==> config.mk <==
export PLATFORM = sky130hd
export DESIGN_NAME = blt_update_ctrl
export DESIGN_NICKNAME = d
export VERILOG_FILES = /design/src/rtl/blt_update_ctrl.sv
export SDC_FILE = /design/constraint.sdc
export NUM_CORES = 1
export LEC_CHECK = 0
export BUFFER_PORTS_ARGS = -buffer_cell sky130_fd_sc_hd__buf_2
export CAP_MARGIN = 0
export CORE_UTILIZATION = 50
export CTS_BUF_LIST = sky130_fd_sc_hd__clkbuf_4 sky130_fd_sc_hd__clkbuf_8 sky130_fd_sc_hd__clkbuf_16
export CTS_CLUSTER_DIAMETER = 80
export CTS_CLUSTER_SIZE = 28
export DETAILED_ROUTE_END_ITERATION = 6
export PLACE_DENSITY = 0.8
export SYNTH_ARGS = -nofsm -noshare
export SYNTH_HDL_FRONTEND = slang
export SYNTH_SLANG_ARGS = --single-unit
==> constraint.sdc <==
create_clock -name clk -period 9.8 [get_ports clk]
set_clock_uncertainty 0.2 [all_clocks]
set_input_delay 1.47 -clock clk [delete_from_list [all_inputs] [get_ports clk]]
set_output_delay 1.47 -clock clk [all_outputs]
set_load 0.01 [all_outputs]
==> src/rtl/blt_update_ctrl.sv <==
// Write-side controller for the branch lookup table: two-requester round-robin
// intake, in-order update FIFO, one BLT write per cycle, and a drain/clear/ack flush.
module blt_update_ctrl #(
    parameter int ADDR_WIDTH = 32,
    parameter int FIFO_DEPTH = 4,
    parameter int CNT_WIDTH  = 3
) (
    input  logic                  clk,
    input  logic                  reset,
    input  logic                  a_valid,
    input  logic [ADDR_WIDTH-1:0] a_key,
    input  logic [ADDR_WIDTH-1:0] a_val,
    input  logic                  a_hit,
    output logic                  a_ready,
    input  logic                  b_valid,
    input  logic [ADDR_WIDTH-1:0] b_key,
    input  logic [ADDR_WIDTH-1:0] b_val,
    input  logic                  b_hit,
    output logic                  b_ready,
    input  logic                  flush_req,
    output logic                  flush_done,
    output logic                  blt_write,
    output logic [ADDR_WIDTH-1:0] blt_key,
    output logic [ADDR_WIDTH-1:0] blt_val,
    output logic                  blt_hit,
    output logic                  blt_clear,
    output logic [CNT_WIDTH-1:0]  occupancy,
    output logic                  busy
);

    localparam int PTR_W = CNT_WIDTH - 1;
    localparam logic [CNT_WIDTH-1:0] FULL_CNT = CNT_WIDTH'(FIFO_DEPTH);

    typedef enum logic [1:0] {
        ST_IDLE  = 2'd0,
        ST_DRAIN = 2'd1,
        ST_CLEAR = 2'd2,
        ST_DONE  = 2'd3
    } state_t;

    state_t                 state_q, state_d;
    logic [CNT_WIDTH-1:0]   cnt_q, cnt_d;
    logic [PTR_W-1:0]       wr_ptr_q, wr_ptr_d;
    logic [PTR_W-1:0]       rd_ptr_q, rd_ptr_d;
    logic                   prio_q, prio_d;
    logic                   write_q, write_d;
    logic [ADDR_WIDTH-1:0]  key_q, key_d;
    logic [ADDR_WIDTH-1:0]  val_q, val_d;
    logic                   hit_q, hit_d;
    logic                   clear_q, clear_d;
    logic                   done_q, done_d;

    logic [ADDR_WIDTH-1:0]  key_mem_q [FIFO_DEPTH];
    logic [ADDR_WIDTH-1:0]  val_mem_q [FIFO_DEPTH];
    logic                   hit_mem_q [FIFO_DEPTH];

    logic                   accept_ok_s;
    logic                   push_s;
    logic                   pop_s;
    logic [ADDR_WIDTH-1:0]  push_key_s;
    logic [ADDR_WIDTH-1:0]  push_val_s;
    logic                   push_hit_s;

    // Full is judged on current occupancy only; a same-cycle pop does not open a slot.
    assign accept_ok_s = (state_q == ST_IDLE) && !flush_req && (cnt_q != FULL_CNT);
    assign a_ready     = accept_ok_s && a_valid && (!b_valid || !prio_q);
    assign b_ready     = accept_ok_s && b_valid && (!a_valid || prio_q);
    assign push_s      = (a_valid && a_ready) || (b_valid && b_ready);
    assign pop_s       = (cnt_q != {CNT_WIDTH{1'b0}});
    assign push_key_s  = a_ready ? a_key : b_key;
    assign push_val_s  = a_ready ? a_val : b_val;
    assign push_hit_s  = a_ready ? a_hit : b_hit;

    // FIFO bookkeeping, arbitration priority and issue-register next state
    always_comb begin
        cnt_d    = cnt_q;
        wr_ptr_d = wr_ptr_q;
        rd_ptr_d = rd_ptr_q;
        prio_d   = prio_q;
        write_d  = 1'b0;
        key_d    = key_q;
        val_d    = val_q;
        hit_d    = hit_q;
        if (push_s && !pop_s) begin
            cnt_d = cnt_q + CNT_WIDTH'(1);
        end else if (!push_s && pop_s) begin
            cnt_d = cnt_q - CNT_WIDTH'(1);
        end else begin
            cnt_d = cnt_q;
        end
        if (push_s) begin
            wr_ptr_d = wr_ptr_q + PTR_W'(1);
        end else begin
            wr_ptr_d = wr_ptr_q;
        end
        if (pop_s) begin
            rd_ptr_d = rd_ptr_q + PTR_W'(1);
            write_d  = 1'b1;
            key_d    = key_mem_q[rd_ptr_q];
            val_d    = val_mem_q[rd_ptr_q];
            hit_d    = hit_mem_q[rd_ptr_q];
        end else begin
            rd_ptr_d = rd_ptr_q;
        end
        // Priority passes to whichever requester was not just served.
        if (a_valid && a_ready) begin
            prio_d = 1'b1;
        end else if (b_valid && b_ready) begin
            prio_d = 1'b0;
        end else begin
            prio_d = prio_q;
        end
    end

    // Flush sequencer next state; clear/done pulses trail their state by one cycle
    always_comb begin
        state_d = state_q;
        clear_d = (state_q == ST_CLEAR);
        done_d  = (state_q == ST_DONE);
        case (state_q)
            ST_IDLE: begin
                if (flush_req) begin
                    state_d = ST_DRAIN;
                end else begin
                    state_d = ST_IDLE;
                end
            end
            ST_DRAIN: begin
                // Wait until the last write has actually been presented to the BLT.
                if ((cnt_q == {CNT_WIDTH{1'b0}}) && !write_q) begin
                    state_d = ST_CLEAR;
                end else begin
                    state_d = ST_DRAIN;
                end
            end
            ST_CLEAR: state_d = ST_DONE;
            ST_DONE:  state_d = ST_IDLE;
            default:  state_d = ST_IDLE;
        endcase
    end

    // Control and output registers with synchronous active-low reset
    always_ff @(posedge clk) begin
        if (!reset) begin
            state_q  <= ST_IDLE;
            cnt_q    <= {CNT_WIDTH{1'b0}};
            wr_ptr_q <= {PTR_W{1'b0}};
            rd_ptr_q <= {PTR_W{1'b0}};
            prio_q   <= 1'b0;
            write_q  <= 1'b0;
            key_q    <= {ADDR_WIDTH{1'b0}};
            val_q    <= {ADDR_WIDTH{1'b0}};
            hit_q    <= 1'b0;
            clear_q  <= 1'b0;
            done_q   <= 1'b0;
        end else begin
            state_q  <= state_d;
            cnt_q    <= cnt_d;
            wr_ptr_q <= wr_ptr_d;
            rd_ptr_q <= rd_ptr_d;
            prio_q   <= prio_d;
            write_q  <= write_d;
            key_q    <= key_d;
            val_q    <= val_d;
            hit_q    <= hit_d;
            clear_q  <= clear_d;
            done_q   <= done_d;
        end
    end

    // FIFO storage; contents are don't-care while the occupancy count says empty
    always_ff @(posedge clk) begin
        if (push_s && reset) begin
            key_mem_q[wr_ptr_q] <= push_key_s;
            val_mem_q[wr_ptr_q] <= push_val_s;
            hit_mem_q[wr_ptr_q] <= push_hit_s;
        end
    end

    assign blt_write  = write_q;
    assign blt_key    = key_q;
    assign blt_val    = val_q;
    assign blt_hit    = hit_q;
    assign blt_clear  = clear_q;
    assign flush_done = done_q;
    assign occupancy  = cnt_q;
    assign busy       = (state_q != ST_IDLE) || (cnt_q != {CNT_WIDTH{1'b0}}) || write_q;

endmodule
==> flow_summary.html, run 1 <==
<table>
<tr><th>Metric</th><th>Value</th></tr>
<tr><th colspan="2">Route</th></tr>
<tr><td>Metal3 WL</td><td>between 1000 and 1500 µm</td></tr>
<tr><td>Top sig layer</td><td>met4</td></tr>
<tr><td>Number of iterations in the first detailed-routing pass</td><td>5</td></tr>
<tr><td>Routed length on met2</td><td>between 10000 and 15000 µm</td></tr>
<tr><td>DRC marker count from the first detailed-route iteration</td><td>~470</td></tr>
<tr><td>Total Wirelength</td><td>~24000 µm</td></tr>
<tr><td>Post-route met1 wirelength</td><td>approximately 11000 µm</td></tr>
<tr><td>Vias post-DR</td><td>approximately 6500</td></tr>
<tr><td>Via-to-Cell Ratio</td><td>~5.6</td></tr>
<tr><td>DRC errors left</td><td>0</td></tr>
<tr><td>Count of antenna-violating nets left after detailed routing</td><td>0</td></tr>
<tr><td>WL per Instance</td><td>about 21 µm</td></tr>
<tr><th colspan="2">Power</th></tr>
<tr><td>Worst supply voltage drop on vdd</td><td>approximately 0.15 mV</td></tr>
<tr><td>Pwr per Cell Area</td><td>240.5 nW/µm²</td></tr>
<tr><td>Static leakage</td><td>5.450 nW</td></tr>
<tr><td>Power consumption</td><td>approximately 3.5 mW</td></tr>
<tr><th colspan="2">STA</th></tr>
<tr><td>Worst slew margin relative to its limit</td><td>~30%</td></tr>
<tr><td>Final critical-path required period</td><td>approximately 4.4 ns</td></tr>
<tr><td>Post-route fraction of the period consumed by the critical path</td><td>between 40% and 50%</td></tr>
<tr><td>Final-report setup violation count</td><td>0</td></tr>
<tr><td>Least-Margin Pin Slew</td><td>around 1.1 ns</td></tr>
<tr><td>RSZ-0062 raised after global routing</td><td>false</td></tr>
<tr><td>Final-layout setup total negative slack</td><td>0 ns</td></tr>
<tr><td>Number of hold violations in the final report</td><td>0</td></tr>
<tr><td>Number of pins with negative max-slew slack in the final report</td><td>0</td></tr>
<tr><td>Highest clock frequency the design can meet</td><td>between 0.2 and 0.25 GHz</td></tr>
<tr><th colspan="2">Worst setup path</th></tr>
<tr><td>Max FO, Critical Path</td><td>26</td></tr>
<tr><td>Flop-to-flop setup slack</td><td>between 6 and 7 ns</td></tr>
<tr><td>Worst setup path startpoint</td><td>flush_req</td></tr>
<tr><td>Capture point of the critical path</td><td>a_ready</td></tr>
<tr><td>Slowest cell delay on critical path</td><td>between 0.5 and 0.6 ns</td></tr>
<tr><td>Arrival time at the worst endpoint</td><td>2.74 ns</td></tr>
<tr><td>Critical path's slowest cell</td><td>sky130_fd_sc_hd__or3_4</td></tr>
<tr><td>Critical path startpoint category</td><td>input pin</td></tr>
<tr><td>Sequence of cells on the critical path</td><td>buf_2 -&gt; or3_4 -&gt; or3_4 -&gt; inv_1 -&gt; buf_2</td></tr>
<tr><td>R2r worst-path depth</td><td>4</td></tr>
<tr><td>Worst path required time</td><td>slightly above 8 ns</td></tr>
<tr><td>Setup CP Type</td><td>input pin to output port</td></tr>
<tr><td>Reg2Reg Launch Point</td><td>occupancy[2]</td></tr>
<tr><td>Endpoint of the worst register-to-register path</td><td>key_mem_q[1][0]</td></tr>
<tr><td>Setup crit end kind</td><td>output port</td></tr>
<tr><th colspan="2">Global routing</th></tr>
<tr><td>Global-route wire length before repair</td><td>~36000 µm</td></tr>
<tr><td>Aggregate global-route resource usage</td><td>between 10% and 20%</td></tr>
<tr><td>Initial antenna violation count</td><td>0</td></tr>
<tr><td>Number of global-route vias before repair</td><td>around 6600</td></tr>
<tr><td>Pin count of the biggest net entering global routing</td><td>67</td></tr>
<tr><td>Overflow left after global routing</td><td>0</td></tr>
<tr><th colspan="2">Synth</th></tr>
<tr><td>Yosys cell types</td><td>33</td></tr>
<tr><td>Number of flip-flops and latches in the synthesized netlist</td><td>between 300 and 400</td></tr>
<tr><td>Cell count after synthesis</td><td>634</td></tr>
<tr><td>Largest area contributor in the synthesized netlist</td><td>sky130_fd_sc_hd__edfxtp_1</td></tr>
<tr><td>Largest cells by area after synthesis</td><td>sky130_fd_sc_hd__edfxtp_1 61%, sky130_fd_sc_hd__dfxtp_1 12%, sky130_fd_sc_hd__mux4_2 11%</td></tr>
<tr><td>Most common library cells after synthesis</td><td>260 x sky130_fd_sc_hd__edfxtp_1, 78 x sky130_fd_sc_hd__dfxtp_1, 65 x sky130_fd_sc_hd__a22o_1, 65 x sky130_fd_sc_hd__mux4_2, 39 x sky130_fd_sc_hd__mux2_4</td></tr>
<tr><td>Share of the synthesized area in the top cell type</td><td>between 60% and 70%</td></tr>
<tr><td>Number of synthesized flops with an enable pin</td><td>260</td></tr>
<tr><td>Leading cell type by number of instances after synthesis</td><td>sky130_fd_sc_hd__edfxtp_1</td></tr>
<tr><td>Synthesis Warnings</td><td>0</td></tr>
<tr><td>Share of synthesized flip-flops with an asynchronous set or reset</td><td>0%</td></tr>
<tr><td>Post-synthesis area per instance</td><td>20.33 µm²</td></tr>
<tr><td>Top flip-flop cell by instance count after synthesis</td><td>sky130_fd_sc_hd__edfxtp_1</td></tr>
<tr><td>Post-Syn Nets</td><td>774</td></tr>
<tr><td>Area of the mapped netlist</td><td>roughly 13000 µm²</td></tr>
<tr><td>Fraction of the yosys area taken by sequential cells</td><td>72.67%</td></tr>
<tr><th colspan="2">Layout</th></tr>
<tr><td>Storage element area</td><td>about 9400 µm²</td></tr>
<tr><td>Number of nets in the finished design</td><td>~970</td></tr>
<tr><td>Synthesis-to-finish area growth</td><td>14.36%</td></tr>
<tr><td>Area of combinational cells with multiple inputs</td><td>3337 µm²</td></tr>
<tr><td>FILL cells</td><td>around 1900</td></tr>
<tr><td>Share of cells above drive strength 1</td><td>45.93%</td></tr>
<tr><td>Final std cells w/o fill</td><td>around 1200</td></tr>
<tr><td>ANT cells</td><td>0</td></tr>
<tr><th colspan="2">Placed design</th></tr>
<tr><td>Placed cell count</td><td>about 1100</td></tr>
<tr><td>GP Congestion</td><td>approximately 0.8</td></tr>
<tr><td>Count of buffers inserted at the top-level ports</td><td>roughly 210</td></tr>
<tr><td>Post-DP HPWL</td><td>~14000 µm</td></tr>
<tr><th colspan="2">Clocking</th></tr>
<tr><td>Clk sinks</td><td>338</td></tr>
<tr><td>Clk buf depth</td><td>3</td></tr>
<tr><td>Source-to-sink clock delay at the later pin of the worst-skew pair</td><td>0.51 ns</td></tr>
<tr><td>CTS buffer count</td><td>16</td></tr>
<tr><td>TritonCTS clock tree</td><td>built</td></tr>
<tr><td>Maximum level of the CTS H-tree</td><td>1</td></tr>
<tr><td>Clock input transition at the sequential cells of the worst setup and hold paths</td><td>around 0.10 ns</td></tr>
<tr><td>Number of hold-repair buffers added at the cts stage</td><td>0</td></tr>
<tr><td>Post-CTS setup buffer count</td><td>0</td></tr>
<tr><td>Number of resized instances in the post-cts repair step</td><td>0</td></tr>
<tr><td>Clock tree root buffer cell</td><td>sky130_fd_sc_hd__clkbuf_16</td></tr>
<tr><th colspan="2">Floorplanning</th></tr>
<tr><td>Die Outline Area</td><td>between 20000 and 30000 µm²</td></tr>
<tr><td>Placeable Area</td><td>around 25000 µm²</td></tr>
<tr><td>Die outline width</td><td>roughly 160 µm</td></tr>
<tr><td>Starting density of the core</td><td>a little over 50%</td></tr>
<tr><td>Standard-cell row count</td><td>just under 60</td></tr>
<tr><td>Number of primary I/O pins</td><td>209</td></tr>
<tr><td>Chip height</td><td>around 160 µm</td></tr>
<tr><th colspan="2">Hold path</th></tr>
<tr><td>Instance count along the most critical hold path</td><td>1</td></tr>
<tr><td>Class of the tightest hold or removal check</td><td>register to register</td></tr>
<tr><th colspan="2">Run status</th></tr>
<tr><td>Status</td><td>completed</td></tr>
<tr><th colspan="2">Job</th></tr>
<tr><td>Number of maximum-capacitance constraint violations</td><td>0</td></tr>
</table>
layout make-up:
type | instances | area share, %
multi-input combinational | 253 | 22.63
sequential | 338 | 63.59
clock inverter | 2 | 0.2376
inverter | 5 | 0.1273
clock buffer | 26 | 3.344
tap | 330 | 2.800
timing repair buffer | 212 | 7.264
cell families after synthesis:
logic type,share of synthesized area (%)
flip-flops,72.67
buffers and inverters,1.669
XOR/XNOR,0.2717
adder cells (fa/ha/maj),0.4852
AND/OR/NAND/NOR,1.563
AO/OA/AOI/OAI,4.940
multiplexers,18.40
per-layer routing:
| metal | GRT usage, % | vias to the layer above |
|---|---|---|
| met1 | 25.27 | 3315 |
| li1 | - | 2960 |
| met3 | 3.514 | 22 |
| met4 | 3.526 | 0 |
| met2 | 29.95 | 223 |
| met5 | 0 | - |
critical path, delay by kind of cell:
kind / cells / cell delay [ns]
and+or+nand+nor: 2 / 0.92
buffers and inverters: 3 / 0.33
sequential cells by signal (all words and copies together), names as in the netlist, named ones only:
signal	count
key_mem_q	128
val_mem_q	128
blt_key	32
blt_val	32
hit_mem_q	4
occupancy	3
rd_ptr_q	2
wr_ptr_q	2
blt_clear	1
blt_hit	1
blt_write	1
flush_done	1
prio_q	1
state_q	1
cell usage in the layout, fill, tap and decap left out, drive strengths merged:
cell type  netlist  layout
edfxtp         260     260
buf             19     212
dfxtp           78      78
mux4            65      65
a22o            65      65
mux2            65      65
clkbuf          19      26
nand2            8       8
nor2             7       7
inv              5       5
a21oi            5       5
ha               5       5
and3             5       5
xor2             4       4
or3              4       4
mux2i            3       3
nor3             3       3
nand2b           2       2
o21ai            2       2
o31ai            2       2
clkinv           0       2
nor3b            1       1
a21bo            1       1
nor4             1       1
and2             1       1
nand3b           1       1
or4b             1       1
or3b             1       1
o21bai           1       1
power breakdown:
part | total, mW | internal, mW | switching [mW]
Combinational | 0.852 | 0.453 | 0.400
Clock | 0.784 | 0.359 | 0.425
Sequential | 1.91 | 1.74 | 0.167
Total | 3.55 | 2.55 | 0.992
stage by stage:
step / setup WS, ns / instance area, µm² / util [%] / hold WS [ns]
after floorplan: 5.371 / 12890 / - / 0.2524
after global placement: 5.379 / 14220 / 56.29 / 0.2551
after detailed placement: 5.373 / 14220 / 56.29 / 0.2564
after CTS: 5.371 / 14740 / 58.38 / 0.2811
after global routing: 5.336 / 14740 / 58.38 / 0.3012
final: 5.387 / 14740 / 58.38 / 0.2795
worst min path at each step:
stage	from	end	slack (ns)
after floorplan	prio_q	prio_q	0.25
after global placement	blt_val[13]	blt_val[13]	0.26
after detailed placement	blt_val[13]	blt_val[13]	0.26
after CTS	blt_val[13]	blt_val[13]	0.28
after global routing	blt_key[3]	blt_key[3]	0.30
final	blt_key[4]	blt_key[4]	0.28
Power figures use the tool's default switching activity.
==> inputs of run 2 (changes only) <==
--- a/config.mk
+++ b/config.mk
@@ -12,7 +12,7 @@
 export CTS_CLUSTER_DIAMETER = 80
 export CTS_CLUSTER_SIZE = 28
 export DETAILED_ROUTE_END_ITERATION = 6
-export PLACE_DENSITY = 0.8
+export PLACE_DENSITY = 0.83
 export SYNTH_ARGS = -nofsm -noshare
 export SYNTH_HDL_FRONTEND = slang
 export SYNTH_SLANG_ARGS = --single-unit
==> constraint.sdc (replaced) <==
create_clock -name clk -period 3.84 [get_ports clk]
set_clock_uncertainty 0.2 [all_clocks]
set_input_delay 0.576 -clock clk [delete_from_list [all_inputs] [get_ports clk]]
set_output_delay 0.576 -clock clk [all_outputs]
set_load 0.01 [all_outputs]
==> run 2 against run 1 <==
Against the previous run:
- non-clock buffer count rose by 12
- first-iteration DRC count down 15%
- die area unchanged
- critical endpoint unchanged
- largest power group unchanged
- highest routed layer unchanged
==> flow_summary.html, run 2 (synthesis gave the netlist of run 1 again) <==
<table>
<tr><th>Metric</th><th>Value</th></tr>
<tr><th colspan="2">Floorplanning</th></tr>
<tr><td>Chip height</td><td>162.6 µm (unchanged)</td></tr>
<tr><td>Die outline width</td><td>162.6 µm (unchanged)</td></tr>
<tr><td>Standard-cell row count</td><td>58 (unchanged)</td></tr>
<tr><td>Number of primary I/O pins</td><td>209 (unchanged)</td></tr>
<tr><td>Starting density of the core</td><td>51.05% (unchanged)</td></tr>
<tr><td>Placeable Area</td><td>25250 µm² (unchanged)</td></tr>
<tr><td>Die Outline Area</td><td>26430 µm² (unchanged)</td></tr>
<tr><th colspan="2">Power</th></tr>
<tr><td>Internal portion of total power</td><td>6.546 mW (was 2.554 mW)</td></tr>
<tr><td>Relative contribution of sequential cells to total power</td><td>53.7% (was 53.8%)</td></tr>
<tr><td>Worst supply voltage drop on vdd</td><td>0.3641 mV (was 0.1471 mV)</td></tr>
<tr><td>Switching power</td><td>2.523 mW (was 0.9923 mW)</td></tr>
<tr><td>Net Sw Frac</td><td>27.82% (was 27.98%)</td></tr>
<tr><td>Proportion of power drawn by combinational gates</td><td>24.7% (was 24.0%)</td></tr>
<tr><td>Pwr per Cell Area</td><td>608.4 nW/µm² (was 240.5 nW/µm²)</td></tr>
<tr><td>Static leakage</td><td>5.529 nW (was 5.450 nW)</td></tr>
<tr><td>Proportion of power drawn by the clock network</td><td>21.6% (was 22.1%)</td></tr>
<tr><th colspan="2">Hold path</th></tr>
<tr><td>WHS Endpoint</td><td>state_q[0] (was blt_key[4])</td></tr>
<tr><td>Min-Delay Startpoint</td><td>flush_req (was blt_key[4])</td></tr>
<tr><td>Instance count along the most critical hold path</td><td>3 (was 1)</td></tr>
<tr><td>Class of the tightest hold or removal check</td><td>input pin to register (was register to register)</td></tr>
<tr><th colspan="2">Job</th></tr>
<tr><td>Number of maximum-capacitance constraint violations</td><td>0 (unchanged)</td></tr>
<tr><th colspan="2">Run status</th></tr>
<tr><td>Status</td><td>completed (unchanged)</td></tr>
<tr><th colspan="2">STA</th></tr>
<tr><td>RSZ-0062 raised after global routing</td><td>false (unchanged)</td></tr>
<tr><td>Post-route fraction of the period consumed by the critical path</td><td>85.16%</td></tr>
<tr><td>Number of pins with negative max-slew slack in the final report</td><td>0 (unchanged)</td></tr>
<tr><td>Highest clock frequency the design can meet</td><td>about 0.31 GHz</td></tr>
<tr><td>Final-report setup violation count</td><td>0 (unchanged)</td></tr>
<tr><td>Final Hold Slack</td><td>0.1738 ns (was 0.2795 ns)</td></tr>
<tr><td>Final-layout setup total negative slack</td><td>0 ns (unchanged)</td></tr>
<tr><td>Worst-case setup margin in the final layout</td><td>0.5699 ns (was 5.387 ns)</td></tr>
<tr><td>Number of hold violations in the final report</td><td>0 (unchanged)</td></tr>
<tr><td>Final critical-path required period</td><td>roughly 3.3 ns</td></tr>
<tr><td>Worst slew margin relative to its limit</td><td>33.30% (was 29.91%)</td></tr>
<tr><td>Least-Margin Pin Slew</td><td>1.001 ns (was 1.051 ns)</td></tr>
<tr><th colspan="2">Placed design</th></tr>
<tr><td>Post-DP HPWL</td><td>15290 µm (was 13790 µm)</td></tr>
<tr><td>GP Congestion</td><td>0.7417 (was 0.7819)</td></tr>
<tr><td>Count of buffers inserted at the top-level ports</td><td>208 (unchanged)</td></tr>
<tr><td>Worst setup slack before clock tree synthesis</td><td>0.8682 ns (was 5.373 ns)</td></tr>
<tr><th colspan="2">Global routing</th></tr>
<tr><td>Overflow left after global routing</td><td>0 (unchanged)</td></tr>
<tr><td>Pin count of the biggest net entering global routing</td><td>67 (unchanged)</td></tr>
<tr><td>Number of global-route vias before repair</td><td>6713 (was 6571)</td></tr>
<tr><td>Global-route wire length before repair</td><td>37200 µm (was 36360 µm)</td></tr>
<tr><td>Aggregate global-route resource usage</td><td>18.42% (was 18.12%)</td></tr>
<tr><td>Initial antenna violation count</td><td>0 (unchanged)</td></tr>
<tr><th colspan="2">Worst setup path</th></tr>
<tr><td>Setup CP Type</td><td>register to output port (was input pin to output port)</td></tr>
<tr><td>CP top delay family</td><td>simple AND/OR/NAND/NOR gates (unchanged)</td></tr>
<tr><td>R2r worst-path depth</td><td>4 (unchanged)</td></tr>
<tr><td>Flop-to-flop setup slack</td><td>0.92 ns (was 6.64 ns)</td></tr>
<tr><td>Worst setup path startpoint</td><td>occupancy[2] (was flush_req)</td></tr>
<tr><td>Sequence of cells on the critical path</td><td>nor3b_1 -&gt; or3_4 -&gt; inv_1 -&gt; buf_2 (was buf_2 -&gt; or3_4 -&gt; or3_4 -&gt; inv_1 -&gt; buf_2)</td></tr>
<tr><td>Worst path required time</td><td>3.06 ns (was 8.13 ns)</td></tr>
<tr><td>Reg2Reg Launch Point</td><td>occupancy[2] (unchanged)</td></tr>
<tr><td>Critical path's slowest cell</td><td>sky130_fd_sc_hd__or3_4 (unchanged)</td></tr>
<tr><td>Number of buffers and inverters on the critical path</td><td>2 (was 3)</td></tr>
<tr><td>Arrival time at the worst endpoint</td><td>2.49 ns (was 2.74 ns)</td></tr>
<tr><td>Slowest cell delay on critical path</td><td>0.79 ns (was 0.57 ns)</td></tr>
<tr><td>Max FO, Critical Path</td><td>46 (was 26)</td></tr>
<tr><td>Setup crit end kind</td><td>output port (unchanged)</td></tr>
<tr><td>Endpoint of the worst register-to-register path</td><td>key_mem_q[1][21] (was key_mem_q[1][0])</td></tr>
<tr><td>Critical path startpoint category</td><td>register (was input pin)</td></tr>
<tr><th colspan="2">Clocking</th></tr>
<tr><td>CTS buffer count</td><td>16 (unchanged)</td></tr>
<tr><td>Clk sinks</td><td>338 (unchanged)</td></tr>
<tr><td>Clock input transition at the sequential cells of the worst setup and hold paths</td><td>0.09 ns (was 0.10 ns)</td></tr>
<tr><td>TritonCTS clock tree</td><td>built (unchanged)</td></tr>
<tr><td>Clock tree root buffer cell</td><td>sky130_fd_sc_hd__clkbuf_16 (unchanged)</td></tr>
<tr><td>Clk buf depth</td><td>3 (unchanged)</td></tr>
<tr><td>Maximum level of the CTS H-tree</td><td>1 (unchanged)</td></tr>
<tr><td>Post-CTS setup buffer count</td><td>0 (unchanged)</td></tr>
<tr><td>Number of hold-repair buffers added at the cts stage</td><td>0 (unchanged)</td></tr>
<tr><td>Number of resized instances in the post-cts repair step</td><td>0 (unchanged)</td></tr>
<tr><td>Source-to-sink clock delay at the later pin of the worst-skew pair</td><td>0.50 ns (was 0.51 ns)</td></tr>
<tr><th colspan="2">Layout</th></tr>
<tr><td>Number of nets in the finished design</td><td>978 (was 966)</td></tr>
<tr><td>Share of cells above drive strength 1</td><td>46.70% (was 45.93%)</td></tr>
<tr><td>ANT cells</td><td>0 (unchanged)</td></tr>
<tr><td>Core occupancy in the finished layout</td><td>59.02% (was 58.38%)</td></tr>
<tr><td>Leading cell type in the layout, fill and taps excluded</td><td>sky130_fd_sc_hd__edfxtp_1 (unchanged)</td></tr>
<tr><td>Synthesis-to-finish area growth</td><td>15.61% (was 14.36%)</td></tr>
<tr><td>Largest registers</td><td>key_mem_q: 128 flops, val_mem_q: 128 flops (unchanged)</td></tr>
<tr><td>Commonest cells after routing, fill and taps aside</td><td>260 x sky130_fd_sc_hd__edfxtp_1, 208 x sky130_fd_sc_hd__buf_2, 76 x sky130_fd_sc_hd__dfxtp_1, 65 x sky130_fd_sc_hd__mux4_2, 65 x sky130_fd_sc_hd__a22o_1 (unchanged)</td></tr>
<tr><th colspan="2">Route</th></tr>
<tr><td>DRC errors left</td><td>0 (unchanged)</td></tr>
<tr><td>Total Wirelength</td><td>24080 µm (was 23930 µm)</td></tr>
<tr><td>WL per Instance</td><td>20.44 µm (was 20.52 µm)</td></tr>
<tr><td>Number of iterations in the first detailed-routing pass</td><td>4 (was 5)</td></tr>
<tr><td>Count of antenna-violating nets left after detailed routing</td><td>0 (unchanged)</td></tr>
<tr><td>Via-to-Cell Ratio</td><td>5.505 (was 5.592)</td></tr>
<tr><td>DRC marker count from the first detailed-route iteration</td><td>402 (was 474)</td></tr>
<tr><td>Vias post-DR</td><td>6485 (was 6520)</td></tr>
</table>
[run 2: power groups by stage]
| stage | Sequential, mW | Clock [mW] | Combinational [mW] |
|---|---|---|---|
| floorplan | 4.85 | 0 | 1.54 |
| global placement | 4.94 | 0 | 2.23 |
| detailed placement | 4.96 | 0 | 2.28 |
| global route | 4.94 | 2.15 | 2.42 |
| CTS | 4.88 | 2.02 | 2.29 |
| finish | 4.87 | 1.96 | 2.24 |
[run 2: area by class of cell]
class                           instances  area, µm²
Tap cell                              330      412.9
Sequential cell                       338       9376
Timing Repair Buffer                  224       1249
Clock inverter                          4      33.78
Multi-Input combinational cell        253       3337
Inverter                                5      18.77
Clock buffer                           24      478.0
Fill cell                            1827      10350
[run 2: worst register-to-register path: stages (launching register included)]
cell	delay (ns)
sky130_fd_sc_hd__dfxtp_1	0.45
sky130_fd_sc_hd__nor3b_1	0.51
sky130_fd_sc_hd__or3_4	0.79
sky130_fd_sc_hd__buf_4	0.34
sky130_fd_sc_hd__mux2_2	0.39
[run 2: how the worst max path moves through the flow]
stage	to	slack, ns	cells after the start
detailed placement	val_mem_q[2][19]	0.87	5
CTS	a_ready	0.51	4
global route	a_ready	0.34	4
finish	a_ready	0.57	4
global placement	val_mem_q[2][19]	0.91	5
floorplan	hit_mem_q[0]	0.31	3
[run 2: per-layer routing]
metal	vias up	part of all wire [%]	routed length (µm)	GRT usage [%]
met5	-	0	0	0
met4	0	1.6	385	3.951
met3	27	7.3	1759	3.718
met2	219	49	11710	30.63
met1	3259	42	10220	25.32
li1	2980	-	-	-
[run 2: stage by stage]
stage	cells	total power [mW]	instance area (µm²)
3_3_place_gp	1150	7.170	14390
4_1_cts	1178	9.186	14910
5_1_grt	1178	9.505	14910
2_1_floorplan	634	6.386	12890
3_5_place_dp	1150	7.240	14390
6_report	1178	9.069	14910
